## src/rtl/map_ss_seq_pkg.sv

```systemverilog
// Shared types and defaults for the mapper save-state sequencer.
package map_ss_seq_pkg;

    localparam int unsigned SS_LEN_DEF     = 128;
    localparam int unsigned STROBE_LEN_DEF = 4;

    typedef enum logic [2:0] {
        IDLE   = 3'd0,
        S_ADDR = 3'd1,
        S_CAP  = 3'd2,
        L_RD   = 3'd3,
        L_WAIT = 3'd4,
        L_STB  = 3'd5,
        FIN    = 3'd6
    } ss_state_e;

endpackage

```

## src/rtl/map_ss_seq_if.sv

```systemverilog
// Sequencer bus: request/status, mapper save-state port and buffer memory port.
// SS_CHKSUM_EN adds the chksum signal.
interface map_ss_seq_if;

    logic       start_save;
    logic       start_load;
    logic       busy;
    logic       done;
    logic       ss_act;
    logic       ss_we;
    logic [7:0] ss_addr;
    logic [7:0] ss_wdat;
    logic [7:0] ss_rdat;
    logic [7:0] mem_addr;
    logic       mem_re;
    logic       mem_we;
    logic [7:0] mem_wdat;
    logic [7:0] mem_rdat;
`ifdef SS_CHKSUM_EN
    logic [7:0] chksum;

    modport master (
        input  start_save, start_load, ss_rdat, mem_rdat,
        output busy, done, ss_act, ss_we, ss_addr, ss_wdat,
               mem_addr, mem_re, mem_we, mem_wdat, chksum
    );
    modport slave (
        output start_save, start_load, ss_rdat, mem_rdat,
        input  busy, done, ss_act, ss_we, ss_addr, ss_wdat,
               mem_addr, mem_re, mem_we, mem_wdat, chksum
    );
`else
    modport master (
        input  start_save, start_load, ss_rdat, mem_rdat,
        output busy, done, ss_act, ss_we, ss_addr, ss_wdat,
               mem_addr, mem_re, mem_we, mem_wdat
    );
    modport slave (
        output start_save, start_load, ss_rdat, mem_rdat,
        input  busy, done, ss_act, ss_we, ss_addr, ss_wdat,
               mem_addr, mem_re, mem_we, mem_wdat
    );
`endif

endinterface

```

## src/rtl/map_ss_seq_strobe.sv

```systemverilog
// Write-strobe timer: after a load pulse, active is high for exactly STROBE_LEN
// cycles and last marks the final one. Both outputs are registered.
module map_ss_strobe #(
    parameter int unsigned STROBE_LEN = 4
) (
    input  logic clk,
    input  logic rst,
    input  logic load,
    output logic active,
    output logic last
);

    // cnt holds the number of active cycles remaining after the current one
    logic [3:0] cnt;

    always_ff @(posedge clk) begin
        if (rst) begin
            cnt    <= '0;
            active <= 1'b0;
            last   <= 1'b0;
        end else if (load) begin
            cnt    <= 4'(STROBE_LEN - 1);
            active <= 1'b1;
            last   <= (STROBE_LEN == 1);
        end else if (active) begin
            if (last) begin
                active <= 1'b0;
                last   <= 1'b0;
            end else begin
                cnt  <= cnt - 4'd1;
                last <= (cnt == 4'd1);
            end
        end
    end

endmodule

```

## src/rtl/map_ss_seq.sv

```systemverilog
// Mapper save-state sequencer: copies SS_LEN mapper registers to the buffer memory
// (save) or back (load). Define SS_CHKSUM_EN to add the transfer checksum output.
module map_ss_seq
    import map_ss_seq_pkg::*;
#(
    parameter int unsigned SS_LEN     = SS_LEN_DEF,
    parameter int unsigned STROBE_LEN = STROBE_LEN_DEF
) (
    input  logic         clk,
    input  logic         map_rst,
    map_ss_seq_if.master bus
);

    localparam logic [7:0] LAST_IDX = 8'(SS_LEN - 1);

    ss_state_e  state;
    logic [7:0] idx;
    logic       busy, done, ss_act, mem_re, mem_we;
    logic [7:0] ss_wdat, mem_wdat;
    logic       stb_active, stb_last;

    map_ss_strobe #(.STROBE_LEN(STROBE_LEN)) u_strobe (
        .clk    (clk),
        .rst    (map_rst),
        .load   (state == L_WAIT),
        .active (stb_active),
        .last   (stb_last)
    );

    // Outputs are set on the edge entering the state they belong to, so they are
    // registered yet line up with the state.
    always_ff @(posedge clk) begin
        if (map_rst) begin
            state    <= IDLE;
            idx      <= '0;
            busy     <= 1'b0;
            done     <= 1'b0;
            ss_act   <= 1'b0;
            ss_wdat  <= '0;
            mem_re   <= 1'b0;
            mem_we   <= 1'b0;
            mem_wdat <= '0;
        end else begin
            done   <= 1'b0;
            mem_re <= 1'b0;
            mem_we <= 1'b0;
            unique case (state)
                IDLE: begin
                    idx <= '0;
                    if (bus.start_save) begin
                        state  <= S_ADDR;
                        busy   <= 1'b1;
                        ss_act <= 1'b1;
                    end else if (bus.start_load) begin
                        state  <= L_RD;
                        busy   <= 1'b1;
                        mem_re <= 1'b1;
                    end
                end
                S_ADDR: begin
                    // ss_addr is already idx here, so ss_rdat is the byte to store
                    state    <= S_CAP;
                    mem_we   <= 1'b1;
                    mem_wdat <= bus.ss_rdat;
                end
                S_CAP: begin
                    if (idx == LAST_IDX) begin
                        state  <= FIN;
                        ss_act <= 1'b0;
                        done   <= 1'b1;
                    end else begin
                        idx   <= idx + 8'd1;
                        state <= S_ADDR;
                    end
                end
                L_RD: state <= L_WAIT;
                L_WAIT: begin
                    ss_wdat <= bus.mem_rdat;
                    ss_act  <= 1'b1;
                    state   <= L_STB;
                end
                L_STB: begin
                    if (stb_last) begin
                        ss_act <= 1'b0;
                        if (idx == LAST_IDX) begin
                            state <= FIN;
                            done  <= 1'b1;
                        end else begin
                            idx    <= idx + 8'd1;
                            state  <= L_RD;
                            mem_re <= 1'b1;
                        end
                    end
                end
                FIN: begin
                    state <= IDLE;
                    busy  <= 1'b0;
                end
                default: state <= IDLE;
            endcase
        end
    end

    assign bus.busy     = busy;
    assign bus.done     = done;
    assign bus.ss_act   = ss_act;
    assign bus.ss_we    = stb_active;
    assign bus.ss_wdat  = ss_wdat;
    assign bus.mem_re   = mem_re;
    assign bus.mem_we   = mem_we;
    assign bus.mem_wdat = mem_wdat;
    assign bus.ss_addr  = (state inside {S_ADDR, S_CAP, L_STB}) ? idx : '0;
    assign bus.mem_addr = (state inside {S_CAP, L_RD}) ? idx : '0;

`ifdef SS_CHKSUM_EN
    logic [7:0] chksum;
    logic       stb_first;

    always_ff @(posedge clk) begin
        if (map_rst) begin
            chksum    <= '0;
            stb_first <= 1'b0;
        end else begin
            stb_first <= (state == L_WAIT);
            if (state == IDLE && (bus.start_save || bus.start_load)) begin
                chksum <= '0;
            end else if (state == S_CAP) begin
                chksum <= chksum + bus.ss_rdat;
            end else if (stb_first) begin
                chksum <= chksum + ss_wdat;
            end
        end
    end

    assign bus.chksum = chksum;
`endif

endmodule

```

## src/flat_wrapper.sv

```systemverilog
// flat-port wrapper written by rule: the top's interface ports become plain ports
module map_ss_seq_flat import map_ss_seq_pkg::*;
#(
    parameter int unsigned SS_LEN     = SS_LEN_DEF,
    parameter int unsigned STROBE_LEN = STROBE_LEN_DEF
)
  (clk, map_rst, bus_start_save, bus_start_load, bus_ss_rdat, bus_mem_rdat, bus_busy, bus_done, bus_ss_act, bus_ss_we, bus_ss_addr, bus_ss_wdat, bus_mem_addr, bus_mem_re, bus_mem_we, bus_mem_wdat);
  map_ss_seq_if bus_i ();
  input  logic clk;
  input  logic map_rst;
  input wire logic [$bits(bus_i.start_save)-1:0] bus_start_save;
  input wire logic [$bits(bus_i.start_load)-1:0] bus_start_load;
  input wire logic [$bits(bus_i.ss_rdat)-1:0] bus_ss_rdat;
  input wire logic [$bits(bus_i.mem_rdat)-1:0] bus_mem_rdat;
  output wire logic [$bits(bus_i.busy)-1:0] bus_busy;
  output wire logic [$bits(bus_i.done)-1:0] bus_done;
  output wire logic [$bits(bus_i.ss_act)-1:0] bus_ss_act;
  output wire logic [$bits(bus_i.ss_we)-1:0] bus_ss_we;
  output wire logic [$bits(bus_i.ss_addr)-1:0] bus_ss_addr;
  output wire logic [$bits(bus_i.ss_wdat)-1:0] bus_ss_wdat;
  output wire logic [$bits(bus_i.mem_addr)-1:0] bus_mem_addr;
  output wire logic [$bits(bus_i.mem_re)-1:0] bus_mem_re;
  output wire logic [$bits(bus_i.mem_we)-1:0] bus_mem_we;
  output wire logic [$bits(bus_i.mem_wdat)-1:0] bus_mem_wdat;
  assign bus_i.start_save = bus_start_save;
  assign bus_i.start_load = bus_start_load;
  assign bus_i.ss_rdat = bus_ss_rdat;
  assign bus_i.mem_rdat = bus_mem_rdat;
  assign bus_busy = bus_i.busy;
  assign bus_done = bus_i.done;
  assign bus_ss_act = bus_i.ss_act;
  assign bus_ss_we = bus_i.ss_we;
  assign bus_ss_addr = bus_i.ss_addr;
  assign bus_ss_wdat = bus_i.ss_wdat;
  assign bus_mem_addr = bus_i.mem_addr;
  assign bus_mem_re = bus_i.mem_re;
  assign bus_mem_we = bus_i.mem_we;
  assign bus_mem_wdat = bus_i.mem_wdat;
  map_ss_seq #(.SS_LEN(SS_LEN), .STROBE_LEN(STROBE_LEN)) u_core (.clk(clk), .map_rst(map_rst), .bus(bus_i));
endmodule
```

## config.mk

```make
export PLATFORM = sky130hd
export DESIGN_NAME = map_ss_seq_flat
export DESIGN_NICKNAME = d
export VERILOG_FILES = /design/src/rtl/map_ss_seq_pkg.sv /design/src/rtl/map_ss_seq_if.sv /design/src/rtl/map_ss_seq_strobe.sv /design/src/rtl/map_ss_seq.sv /design/src/flat_wrapper.sv
export SDC_FILE = /design/constraint.sdc
export NUM_CORES = 1
export LEC_CHECK = 0
export ABC_AREA = 1
export BUFFER_PORTS_ARGS = -buffer_cell sky130_fd_sc_hd__buf_2
export CAP_MARGIN = 40
export CORE_MARGIN = 4
export CORE_UTILIZATION = 51
export DETAILED_ROUTE_END_ITERATION = 12
export PLACE_DENSITY = 0.89
export SLEW_MARGIN = 20
export SYNTH_ARGS = -nofsm -noshare
export SYNTH_HDL_FRONTEND = slang
export SYNTH_SLANG_ARGS = --single-unit
```

## constraint.sdc

```tcl
create_clock -name clk -period 1.9 [get_ports clk]
set_input_delay 0.19 -clock clk [delete_from_list [all_inputs] [get_ports clk]]
set_output_delay 0.19 -clock clk [all_outputs]
set_load 0.01 [all_outputs]
```

==> flow_metrics.env <==
export IMPL_status="completed"
export IMPL_rsz0062_at_grt="no"
export IMPL_synth_avg_cell_area_um2=6.976
export IMPL_cts_tree="done"
export IMPL_grt_usage_pct=20.57
export IMPL_hold_buffers=0
export IMPL_timing_final_crit_share_pct=90.98
export IMPL_wl_per_cell_um=11.59
export IMPL_synth_top_cell_by_area="dfxtp_1"
export IMPL_ctsResizeCount=0
export IMPL_fin_util_pct=66.27
export IMPL_end_kind="output port"
export IMPL_finalClockSkew_ns=0.004098
export IMPL_die_area_mm2=0.004745
export IMPL_yosysMostFrequentCell="nor2_1"
export IMPL_hold_ws_ns=0.1450
export IMPL_fillers=334
export IMPL_drv_slew=0
export IMPL_boundaryPins=58
export IMPL_post_cts_buffers=0
export IMPL_period_needed_ns=1.729
export IMPL_drv_cap=0
export IMPL_antenna_found_initial=0
export IMPL_clock_path_buffers=2
export IMPL_cp_max_fo=8
export IMPL_fmax_mhz=578.5
export IMPL_die_y_um=68.89
export IMPL_drt_wl_total_mm=4.356
export IMPL_dr_first_iter_drc_count=140
export IMPL_slew_headroom_pct=65.32
export IMPL_worstPathRequired_ns=1.71
export IMPL_ys_top_cells_by_count="nor2_1 (54), nand2_1 (39), dfxtp_1 (38), inv_1 (33), o21ai_0 (26)"
export IMPL_firstDrtPassIters=4
export IMPL_setup_viol=0
export IMPL_yosysUniqueCellTypes=28
export IMPL_vias=1885
export IMPL_final_setup_tns_ns=0
export IMPL_yosys_area_top_type_share_pct=40.24
export IMPL_synth_edff_count=0
export IMPL_synth_area_leaders="dfxtp_1 (40%), nor2_1 (11%), nand2_1 (7.7%)"
export IMPL_tightest_slew_ns=0.5188
export IMPL_grt_pass1_vias=1732
export IMPL_cts_made_buffers=5
export IMPL_die_w_um=68.89
export IMPL_hold_viol=0
export IMPL_synthArstFlopShare_pct=0
export IMPL_clockRootBuffer="clkbuf_8"
export IMPL_drc_errors=0
export IMPL_initial_core_util_pct=54.51
export IMPL_ant_nets=0
export IMPL_synth_seq_area_share_pct=40.24
export IMPL_synth_net_count=294
export IMPL_ys_flop_type="dfxtp_1"
export IMPL_ys_ff_latch=38
export IMPL_path_class="flop to output port"
export IMPL_power_density_mw_per_mm2=912.8
export IMPL_h_tree_depth=2
export IMPL_syn_area_mm2=0.001891
export IMPL_clkLatencyLatePin_ns=0.29
export IMPL_gp_congestion=1.000
export IMPL_num_nets_final=352
export IMPL_syn_inst=271
export IMPL_grt_max_degree=20
export IMPL_core_area_mm2=0.003468
export IMPL_core_rowCount=21
export IMPL_vdd_drop_max_mv=0.5791
export IMPL_power_mw=2.098
export IMPL_arrival_ns=1.54
export IMPL_start_kind="flop"
export IMPL_yosysWarnings=0
export IMPL_io_buffers=57
export IMPL_synthToLayoutAreaGrowth_pct=21.57
export IMPL_cts_sinks=38
export IMPL_final_cells=376
export IMPL_grt_overflow=0
export IMPL_hpwlAfterDp_mm=3.320
export IMPL_antenna_cells=0
export IMPL_viasPerCell=5.013
export IMPL_post_place_cells=368
export IMPL_path_clk_slew_ns=0.07
export IMPL_min_path_type="primary input to flop"
export IMPL_grt_pass1_wl_mm=7.389
export IMPL_final_layout_size_suffix_gt1_share_pct=27.88
export IMPL_leakage_nw=1.060
==> cell usage in the layout (no fill, tap or decap) <==
| master | instances |
|---|---|
| xor2_1 | 1 |
| nand3_2 | 3 |
| a21oi_1 | 22 |
| clkinv_2 | 1 |
| nor2_2 | 3 |
| buf_4 | 1 |
| nor2_1 | 54 |
| nand3_1 | 13 |
| ha_1 | 3 |
| inv_2 | 6 |
| o21ai_0 | 26 |
| buf_2 | 57 |
| clkbuf_8 | 6 |
| a211oi_1 | 1 |
| inv_4 | 1 |
| clkinvlp_4 | 1 |
| xnor2_1 | 1 |
| o31ai_1 | 1 |
| nor2_4 | 2 |
| inv_1 | 33 |
| nand4_1 | 3 |
| nand2_2 | 5 |
| dfxtp_1 | 38 |
| a21oi_2 | 2 |
| o22ai_1 | 1 |
| nand3_4 | 2 |
| nand2_1 | 39 |
| nor3_1 | 1 |
| nor3b_1 | 1 |
| nand2_4 | 2 |
==> registers in the layout, indices dropped and copies added, names as in the netlist, 3 cells and up <==
register,cells
u_core.bus.mem_wdat,8
u_core.u_strobe.cnt,4
u_core.bus.ss_wdat,8
u_core.state,3
u_core.idx,8
==> per-layer routing <==
layer | wire (um) | track usage (%) | vias to the layer above
li1 | - | - | 974
met1 | 1849 | 25.62 | 846
met2 | 2151 | 34.17 | 59
met3 | 300 | 5.348 | 6
met4 | 55 | 7.299 | 0
met5 | 0 | 0 | -
==> critical path: stages, from the launching register on <==
cell and delay (ns):
dfxtp_1 0.47, inv_2 0.12, nand3_4 0.13, o21ai_0 0.09
inv_1 0.22, nor2_1 0.07, buf_2 0.14
==> worst paths after layout <==
check        slack, ns  cells past startpoint                     end                    from
max               0.17                      6          bus_ss_addr[3]         u_core.state[2]
min               0.14                      3   u_core.bus.ss_wdat[0]         bus_mem_rdat[0]
max reg2reg       0.36                      7           u_core.idx[7]           u_core.idx[1]
min reg2reg       0.44                      2  u_core.bus.mem_wdat[3]  u_core.bus.mem_wdat[3]
==> metrics by stage <==
| stage | instance area [um2] | setup WS, ns |
|---|---|---|
| 6_report | 2298 | 0.1714 |
| 5_1_grt | 2298 | 0.02983 |
| 4_1_cts | 2298 | 0.1385 |
| 3_5_place_dp | 2203 | 0.4033 |
| 3_3_place_gp | 2203 | 0.4915 |
| 2_1_floorplan | 1891 | 0.5559 |
==> cell type report <==
type                       count  area, um2  area share (%)
sequential                    38      760.7           33.10
clock inverter                 2      12.51          0.5444
multi-input combinational    186      939.7           40.88
clock buffer                   6      82.58           3.593
timing repair buffer          58      292.8           12.74
inverter                      40      152.6           6.641
tap                           46      57.56           2.504
==> kinds of logic after synthesis <==
| family | Yosys count | share of synthesized area, % |
|---|---|---|
| AOI/OAI and AO/OA | 53 | 14.76 |
| xor gates and xnor gates | 2 | 0.9267 |
| adders and majority gates | 3 | 1.986 |
| buffers and inverters | 47 | 10.06 |
| DFF | 38 | 40.24 |
| and+or+nand+nor | 128 | 32.03 |
==> power breakdown <==
part | internal (mW) | total, mW | switching [mW]
logic | 0.199 | 0.575 | 0.376
clock network | 0.291 | 0.571 | 0.280
registers | 0.885 | 0.952 | 0.0667
total | 1.38 | 2.10 | 0.722
No activity file was read; power rests on OpenSTA's default activity.
